## src/rtl/seq_divider_if.sv

```systemverilog
// Start/done handshake bundle between the issuing controller and seq_divider.
// The master drives the operands; the slave returns the results.
interface seq_divider_if #(
  parameter int WIDTH = 8
);
  logic             start;
  logic [WIDTH-1:0] dividend;
  logic [WIDTH-1:0] divisor;
  logic             busy;
  logic             done;
  logic             div_by_zero;
  logic [WIDTH-1:0] quotient;
  logic [WIDTH-1:0] remainder;

  modport master (
    output start, dividend, divisor,
    input  busy, done, div_by_zero,
    input  quotient, remainder
  );

  modport slave (
    input  start, dividend, divisor,
    output busy, done, div_by_zero,
    output quotient, remainder
  );
endinterface

```

## src/rtl/seq_divider.sv

```systemverilog
// Sequential unsigned restoring divider.
// Each quotient bit takes one SHIFT step followed by one SUB step.
module seq_divider #(
  parameter int WIDTH = 8
) (
  input  logic         clk,
  input  logic         rstn,
  seq_divider_if.slave bus
);
  localparam int CW = $clog2(WIDTH + 1);
  localparam logic [CW-1:0] CNT_INIT = CW'(WIDTH);
  localparam logic [CW-1:0] CNT_ONE  = CW'(1);

  localparam logic [1:0] ST_IDLE  = 2'd0;
  localparam logic [1:0] ST_SHIFT = 2'd1;
  localparam logic [1:0] ST_SUB   = 2'd2;
  localparam logic [1:0] ST_END   = 2'd3;

  logic [1:0]       state;
  logic [WIDTH:0]   a;
  logic [WIDTH-1:0] q;
  logic [WIDTH-1:0] m;
  logic [CW-1:0]    count;
  logic             dbz;
  logic [WIDTH:0]   diff;

  assign diff = a - {1'b0, m};

  always_ff @(posedge clk) begin
    if (!rstn) begin
      state <= ST_IDLE;
      a     <= '0;
      q     <= '0;
      m     <= '0;
      count <= '0;
      dbz   <= 1'b0;
    end else begin
      unique case (state)
        ST_IDLE: begin
          if (bus.start) begin
            m     <= bus.divisor;
            count <= CNT_INIT;
            if (bus.divisor == '0) begin
              dbz   <= 1'b1;
              q     <= '1;
              a     <= {1'b0, bus.dividend};
              state <= ST_END;
            end else begin
              dbz   <= 1'b0;
              q     <= bus.dividend;
              a     <= '0;
              state <= ST_SHIFT;
            end
          end
        end
        ST_SHIFT: begin
          {a, q} <= {a[WIDTH-1:0], q, 1'b0};
          state  <= ST_SUB;
        end
        ST_SUB: begin
          // negative trial difference means restore: keep A, Q[0] stays 0
          if (!diff[WIDTH]) begin
            a    <= diff;
            q[0] <= 1'b1;
          end
          count <= count - CNT_ONE;
          state <= (count == CNT_ONE) ? ST_END : ST_SHIFT;
        end
        ST_END: begin
          state <= ST_IDLE;
        end
        default: begin
          state <= ST_IDLE;
        end
      endcase
    end
  end

  assign bus.busy        = (state == ST_SHIFT) || (state == ST_SUB);
  assign bus.done        = (state == ST_END);
  assign bus.div_by_zero = dbz;
  assign bus.quotient    = q;
  assign bus.remainder   = a[WIDTH-1:0];
endmodule
```

## src/flat_wrapper.sv

```systemverilog
// flat-port wrapper written by rule: the top's interface ports become plain ports
module seq_divider_flat 
#(
  parameter int WIDTH = 8
)
  (clk, rstn, bus_start, bus_dividend, bus_divisor, bus_busy, bus_done, bus_div_by_zero, bus_quotient, bus_remainder);
  seq_divider_if #(.WIDTH(WIDTH)) bus_i ();
  input  logic clk;
  input  logic rstn;
  input wire logic [$bits(bus_i.start)-1:0] bus_start;
  input wire logic [$bits(bus_i.dividend)-1:0] bus_dividend;
  input wire logic [$bits(bus_i.divisor)-1:0] bus_divisor;
  output wire logic [$bits(bus_i.busy)-1:0] bus_busy;
  output wire logic [$bits(bus_i.done)-1:0] bus_done;
  output wire logic [$bits(bus_i.div_by_zero)-1:0] bus_div_by_zero;
  output wire logic [$bits(bus_i.quotient)-1:0] bus_quotient;
  output wire logic [$bits(bus_i.remainder)-1:0] bus_remainder;
  assign bus_i.start = bus_start;
  assign bus_i.dividend = bus_dividend;
  assign bus_i.divisor = bus_divisor;
  assign bus_busy = bus_i.busy;
  assign bus_done = bus_i.done;
  assign bus_div_by_zero = bus_i.div_by_zero;
  assign bus_quotient = bus_i.quotient;
  assign bus_remainder = bus_i.remainder;
  seq_divider #(.WIDTH(WIDTH)) u_core (.clk(clk), .rstn(rstn), .bus(bus_i));
endmodule
```

## config.mk

```make
export PLATFORM = sky130hd
export DESIGN_NAME = seq_divider_flat
export DESIGN_NICKNAME = d
export VERILOG_FILES = /design/src/rtl/seq_divider_if.sv /design/src/rtl/seq_divider.sv /design/src/flat_wrapper.sv
export SDC_FILE = /design/constraint.sdc
export NUM_CORES = 1
export LEC_CHECK = 0
export ABC_CLOCK_PERIOD_IN_PS = 2900
export CAP_MARGIN = 10
export CORE_ASPECT_RATIO = 0.75
export CORE_MARGIN = 1
export CORE_UTILIZATION = 35
export CTS_CLUSTER_SIZE = 24
export DETAILED_ROUTE_END_ITERATION = 12
export PLACE_DENSITY = 0.57
export SETUP_SLACK_MARGIN = 0.05
export SLEW_MARGIN = 20
export SYNTH_ARGS = -nofsm -noshare
export SYNTH_HDL_FRONTEND = slang
export SYNTH_SLANG_ARGS = --single-unit
```

## constraint.sdc

```tcl
create_clock -name clk -period 2.9 [get_ports clk]
set_input_delay 0.29 -clock clk [delete_from_list [all_inputs] [get_ports clk]]
set_output_delay 0.29 -clock clk [all_outputs]
set_load 0.005 [all_outputs]
```

==> impl_metrics.tcl, run 1 <==
set metrics [dict create \
    area_growth_pct 23.30 \
    via_count 1923 \
    fmax_mhz 417.7 \
    grtUsageTotal_pct 18.66 \
    drive_gt1_share_pct 8.834 \
    ant_nets 0 \
    core_um2 5468 \
    firstDrtPassIters 4 \
    fin_area_um2 2516 \
    dp_hpwl_um 4175 \
    syn_area_um2 2041 \
    min_from "u_core.m[4]" \
    async_flop_share_pct 0 \
    diodes 0 \
    nets 316 \
    wire_per_inst_um 15.18 \
    synth_edf_count 0 \
    ys_seq_area_share_pct 31.39 \
    ys_warn_count 0 \
    synthTopCellsByCount "32 x dfxtp_1, 31 x nand2_1, 29 x a21oi_1, 18 x inv_1" \
    synth_top_area_cell "dfxtp_1" \
    startpoint "u_core.state[0]" \
    fillerInstances 571 \
    netlist.area_leader.share_pct 31.39 \
    finalHoldViolCount 0 \
    drt-vias-per-instance 5.372 \
    status "finished, final reports clean" \
    synthCells 252 \
    syn_nets 286 \
    ir_drop_v 0.0003628 \
    synth_most_common_cell "dfxtp_1" \
    cts_setup_buffers 0 \
    synth-seq-cells 32 \
    path_clk_slew_ns 0.07 \
    htreeDepth 2 \
    maxCapViolCount 0 \
    p_leak_nw 0.9136 \
    finalSetupViolCount 0 \
    post-place-ws_ns 0.5298 \
    ys.flop_type "dfxtp_1" \
    arrival_ns 2.61 \
    ctsResizeCount 0 \
    fp.dieH_um 68.13 \
    drt-initial-drc-count 143 \
    cts_tree "yes" \
    setup_tns_ns 0 \
    gp_congestion 0.8933 \
    synthTopCellsByArea "dfxtp_1 31%, ha_1 8.6%, a21oi_1 7.1%" \
    crit_fanout 16 \
    required_ns 3.11 \
    grt_max_degree 17 \
    cts_sinks 32 \
    numPortBuffers 37 \
    worst_pin_slew_ns 0.5467 \
    fin_skew_ns 0.005931 \
    clk_latency_ns 0.28 \
    clockBufferDepth 2 \
    die-area_um2 6143 \
    worstSetupPathType "reg -> reg" \
    grt_pass1_vias 1764 \
    grt_antenna_before_repair 0 \
    initial_utilization_pct 37.32 \
    fin_crit_ns 2.394 \
    overflow 0 \
    cp-start-kind "register" \
    routed_wl_um 5433 \
    drv_slew 0 \
    worst_hold_slack_ns 0.4589 \
    fin_cells 358 \
    synthDistinctLibCells 44 \
    fin_ws_ns 0.5059 \
    grt_pass1_wl_um 8852 \
    cp-end-kind "register" \
    cts_hold_buf 0 \
    grt_setup_unrepaired "no" \
    numCtsBuffers 5 \
    rows 23 \
    fin_crit_sh_pct 82.55 \
    drc 0 \
    root_buffer "clkbuf_8" \
    ioPinCount 38 \
    dieWidth_um 90.17 \
    pwr_density_cell_nw_per_um2 1135 \
    synth.avg_cell_area_um2 8.098 \
    placed_area_um2 2426 \
    dpl.cell_count 350 \
    slew_headroom_pct 63.55 \
    regToRegStartpoint "u_core.state[0]" \
    hold_class "reg -> reg" \
]
-- cell families after synthesis --
logic type | after synthesis | synth area share [%]
AND/OR/NAND/NOR | 74 | 17.17
XOR/XNOR | 3 | 1.288
multiplexers | 2 | 0.9810
buffers and inverters | 40 | 9.748
AO/OA/AOI/OAI | 86 | 29.86
flip-flops | 32 | 31.39
adder cells (fa/ha/maj) | 15 | 9.565
-- critical path: stages (launching register included) --
cell and delay (ns):
dfxtp_1 0.38, inv_1 0.08, ha_1 0.39, nor4b_1 0.24
nor4bb_1 0.30, o31a_1 0.41, and2_4 0.32, mux2i_1 0.20
-- state kept, by name, summed over array words and instances (netlist names) --
signal                  cells
u_core.bus.quotient         8
u_core.m                    8
u_core.a                    9
u_core.bus.div_by_zero      1
u_core.count                4
u_core.state                2
-- metrics by stage --
step / utilization, % / power (mW)
floorplan: - / 2.011
global placement: 44.37 / 2.506
detailed placement: 44.37 / 2.493
CTS: 46.02 / 2.858
global route: 46.02 / 3.101
finish: 46.02 / 2.856
-- path summary, 6_finish.rpt --
check / end / slack (ns) / depth (start not counted)
hold reg to reg: u_core.m[4] / 0.46 / 2
hold / removal: u_core.m[4] / 0.46 / 2
setup / recovery: u_core.a[8] / 0.51 / 7
setup reg to reg: u_core.a[8] / 0.51 / 7
-- cells in the final DEF, fill, tap and decap left out, drive strengths merged, types with 3 or more instances in the layout --
| cell | n |
|---|---|
| inv | 19 |
| a21oi | 29 |
| clkdlybuf4s50 | 37 |
| nand4 | 4 |
| nand3 | 7 |
| buf | 6 |
| dfxtp | 32 |
| nand2 | 31 |
| a32o | 5 |
| nor4 | 3 |
| and2 | 4 |
| a22oi | 5 |
| clkbuf | 8 |
| a311oi | 3 |
| o22ai | 8 |
| o21ai | 11 |
| ha | 14 |
| a211oi | 16 |
| nand2b | 3 |
| nor2 | 14 |
-- cell type report --
class                   count  area (µm²)  area share [%]
multi-input cells         180        1201           47.74
flip-flops and latches     32       640.6           25.46
repair buffers             43       415.4           16.51
well taps                  75       93.84           3.729
clock buffers               8       90.09           3.580
inverters                  20       75.07           2.984
-- metal layers --
metal | GRT usage [%] | vias up | share of wire, %
li1 | - | 971 | -
met1 | 26.26 | 879 | 53
met2 | 26.81 | 67 | 40
met3 | 5.000 | 6 | 6.1
met4 | 7.661 | 0 | 0.88
met5 | 0 | - | 0
-- power by group --
| part | total, mW | leakage (nW) | switching, mW | internal, mW |
|---|---|---|---|---|
| combinational | 1.75 | 0.605 | 0.969 | 0.780 |
| sequential | 0.752 | 0.263 | 0.152 | 0.599 |
| clock | 0.355 | 0.0455 | 0.161 | 0.193 |
Note: power is estimated with default switching activity, not from simulation.
==> run 2: changes to the inputs <==
--- a/config.mk
+++ b/config.mk
@@ -5,14 +5,14 @@
 export SDC_FILE = /design/constraint.sdc
 export NUM_CORES = 1
 export LEC_CHECK = 0
-export ABC_CLOCK_PERIOD_IN_PS = 2900
+export ABC_CLOCK_PERIOD_IN_PS = 1900
 export CAP_MARGIN = 10
 export CORE_ASPECT_RATIO = 0.75
 export CORE_MARGIN = 1
 export CORE_UTILIZATION = 35
 export CTS_CLUSTER_SIZE = 24
 export DETAILED_ROUTE_END_ITERATION = 12
-export PLACE_DENSITY = 0.57
+export PLACE_DENSITY = 0.59
 export SETUP_SLACK_MARGIN = 0.05
 export SLEW_MARGIN = 20
 export SYNTH_ARGS = -nofsm -noshare
==> constraint.sdc (replaced) <==
create_clock -name clk -period 1.9 [get_ports clk]
set_input_delay 0.19 -clock clk [delete_from_list [all_inputs] [get_ports clk]]
set_output_delay 0.19 -clock clk [all_outputs]
set_load 0.005 [all_outputs]
==> run 2 against run 1 <==
Against the previous run:
- the flow now finishes with violations (setup timing)
- non-clock buffer count rose by 39
- final area rose by 21%
- fmax rose by 24%
- first-iteration DRC count fell by 9.1%
- register-to-register slack got worse by 0.54 ns
- critical endpoint is now u_core.a[6]
==> impl_metrics.tcl, run 2 (synthesized netlist as in run 1, its figures left out) <==
set metrics [dict create \
    status "finished, violations left" \
    violations "setup timing" \
    hold_class "reg -> reg" \
    clk_latency_ns 0.29 \
    total_power_mw 5.613 \
    arrival_ns 2.10 \
    fin_area_um2 3048 \
    fin_crit_sh_pct 101.8 \
    post-place-ws_ns -0.07384 \
    via_count 2162 \
    regToRegStartpoint "u_core.a[0]" \
    worstSetupPathType "reg -> reg" \
    area_growth_pct 49.36 \
    startpoint "u_core.a[0]" \
    wire_per_inst_um 15.83 \
    nets 356 \
    ir_drop_v 0.0005928 \
    dp_hpwl_um 4459 \
    maxCapViolCount 0 \
    worst_hold_slack_ns 0.4560 \
    min_from "u_core.m[4]" \
    drt-initial-drc-count 130 \
    rows 23 \
    rr_worst_depth 9 \
    cp-start-kind "register" \
    fin_skew_ns 0.004927 \
    cts_tree "yes" \
    required_ns 2.07 \
    ioPinCount 38 \
    setup.reg_to_reg.worst_slack_ns -0.03 \
    slew_headroom_pct 68.07 \
    die-area_um2 6143 \
    core_um2 5468 \
    finalHoldViolCount 0 \
    fin_crit_ns 1.934 \
    finish.utilization_pct 55.74 \
    cp-end-kind "register" \
    path_clk_slew_ns 0.07 \
    top_register "u_core.a" \
    fin_ws_ns -0.03376 \
    p_leak_nw 1.152 \
    fp.dieH_um 68.13 \
    drv_slew 0 \
    endpoint "u_core.a[6]" \
    cts_sinks 32 \
    drive_gt1_share_pct 29.41 \
    finalSetupViolCount 4 \
    drt-vias-per-instance 5.432 \
    numCtsBuffers 5 \
    diodes 0 \
    pwr_density_cell_nw_per_um2 1842 \
    grtUsageTotal_pct 20.79 \
    fillerInstances 501 \
    dieWidth_um 90.17 \
    worst_pin_slew_ns 0.4740 \
    placed_area_um2 2695 \
    reg2reg_to "u_core.a[6]" \
    crit_fanout 2 \
    grt_setup_unrepaired "yes" \
    grt_pass1_vias 1996 \
    overflow 0 \
    setup_tns_ns -0.08300 \
    root_buffer "clkbuf_8" \
    largest_register_ffs 9 \
    firstDrtPassIters 4 \
    dpl.cell_count 382 \
    fmax_mhz 517.1 \
    grt_max_degree 22 \
    clockBufferDepth 2 \
    gp_congestion 0.8500 \
    numPortBuffers 37 \
    mostFrequentLayoutCell "buf_4" \
    initial_utilization_pct 37.32 \
    routed_wl_um 6301 \
    ant_nets 0 \
    grt_pass1_wl_um 9936 \
    htreeDepth 2 \
    drc 0 \
    grt_antenna_before_repair 0 \
    final_cell_mix "41 x buf_4, 36 x clkdlybuf4s50_1, 30 x nand2_1, 29 x dfxtp_1, 18 x a21oi_1" \
    fin_cells 398 \
]
[run 2: worst min-delay path by stage]
stage	cells after the start	endpoint	slack (ns)
after detailed placement	2	u_core.m[4]	0.45
after global placement	2	u_core.m[6]	0.44
after global routing	2	u_core.m[4]	0.49
final	2	u_core.m[4]	0.46
after CTS	2	u_core.m[4]	0.46
after floorplan	2	u_core.m[0]	0.32
[run 2: layer usage]
layer	global-route usage, %	vias to the layer above	wire length, µm
met5	0	-	0
li1	-	1058	-
met1	27.58	1004	3159
met4	8.468	0	137
met2	32.16	85	2638
met3	5.778	15	366
[run 2: repair_timing]
item,in CTS,in global routing
resized for setup,19,17
endpoints found under the hold margin,0,0
buffers inserted,4,1
endpoints found under the setup margin,11,11
pin swaps,24,5
hold buffers,0,0
cloned,2,1
[run 2: cell type report]
class | count | area (µm²) | share of cell area, %
multi-input combinational | 181 | 1386 | 45.48
sequential | 32 | 644.4 | 21.14
clock inverter | 1 | 30.03 | 0.9852
clock buffer | 7 | 96.34 | 3.161
tap | 75 | 93.84 | 3.079
timing repair buffer | 82 | 721.9 | 23.69
inverter | 20 | 75.07 | 2.463
[run 2: worst max-delay path, stage by stage (launching register included)]
cell and delay, ns:
dfxtp_2 0.32, inv_2 0.07, ha_4 0.13, inv_2 0.03, fa_2 0.38, buf_4 0.16
a21oi_1 0.16, o22ai_1 0.14, a311oi_1 0.33, a211oi_2 0.10
[run 2: power breakdown]
part	switching, mW	internal (mW)	leakage [nW]
Clock	0.270	0.463	0.0645
Combinational	1.91	1.84	0.823
Sequential	0.203	0.920	0.264
Total	2.39	3.23	1.15
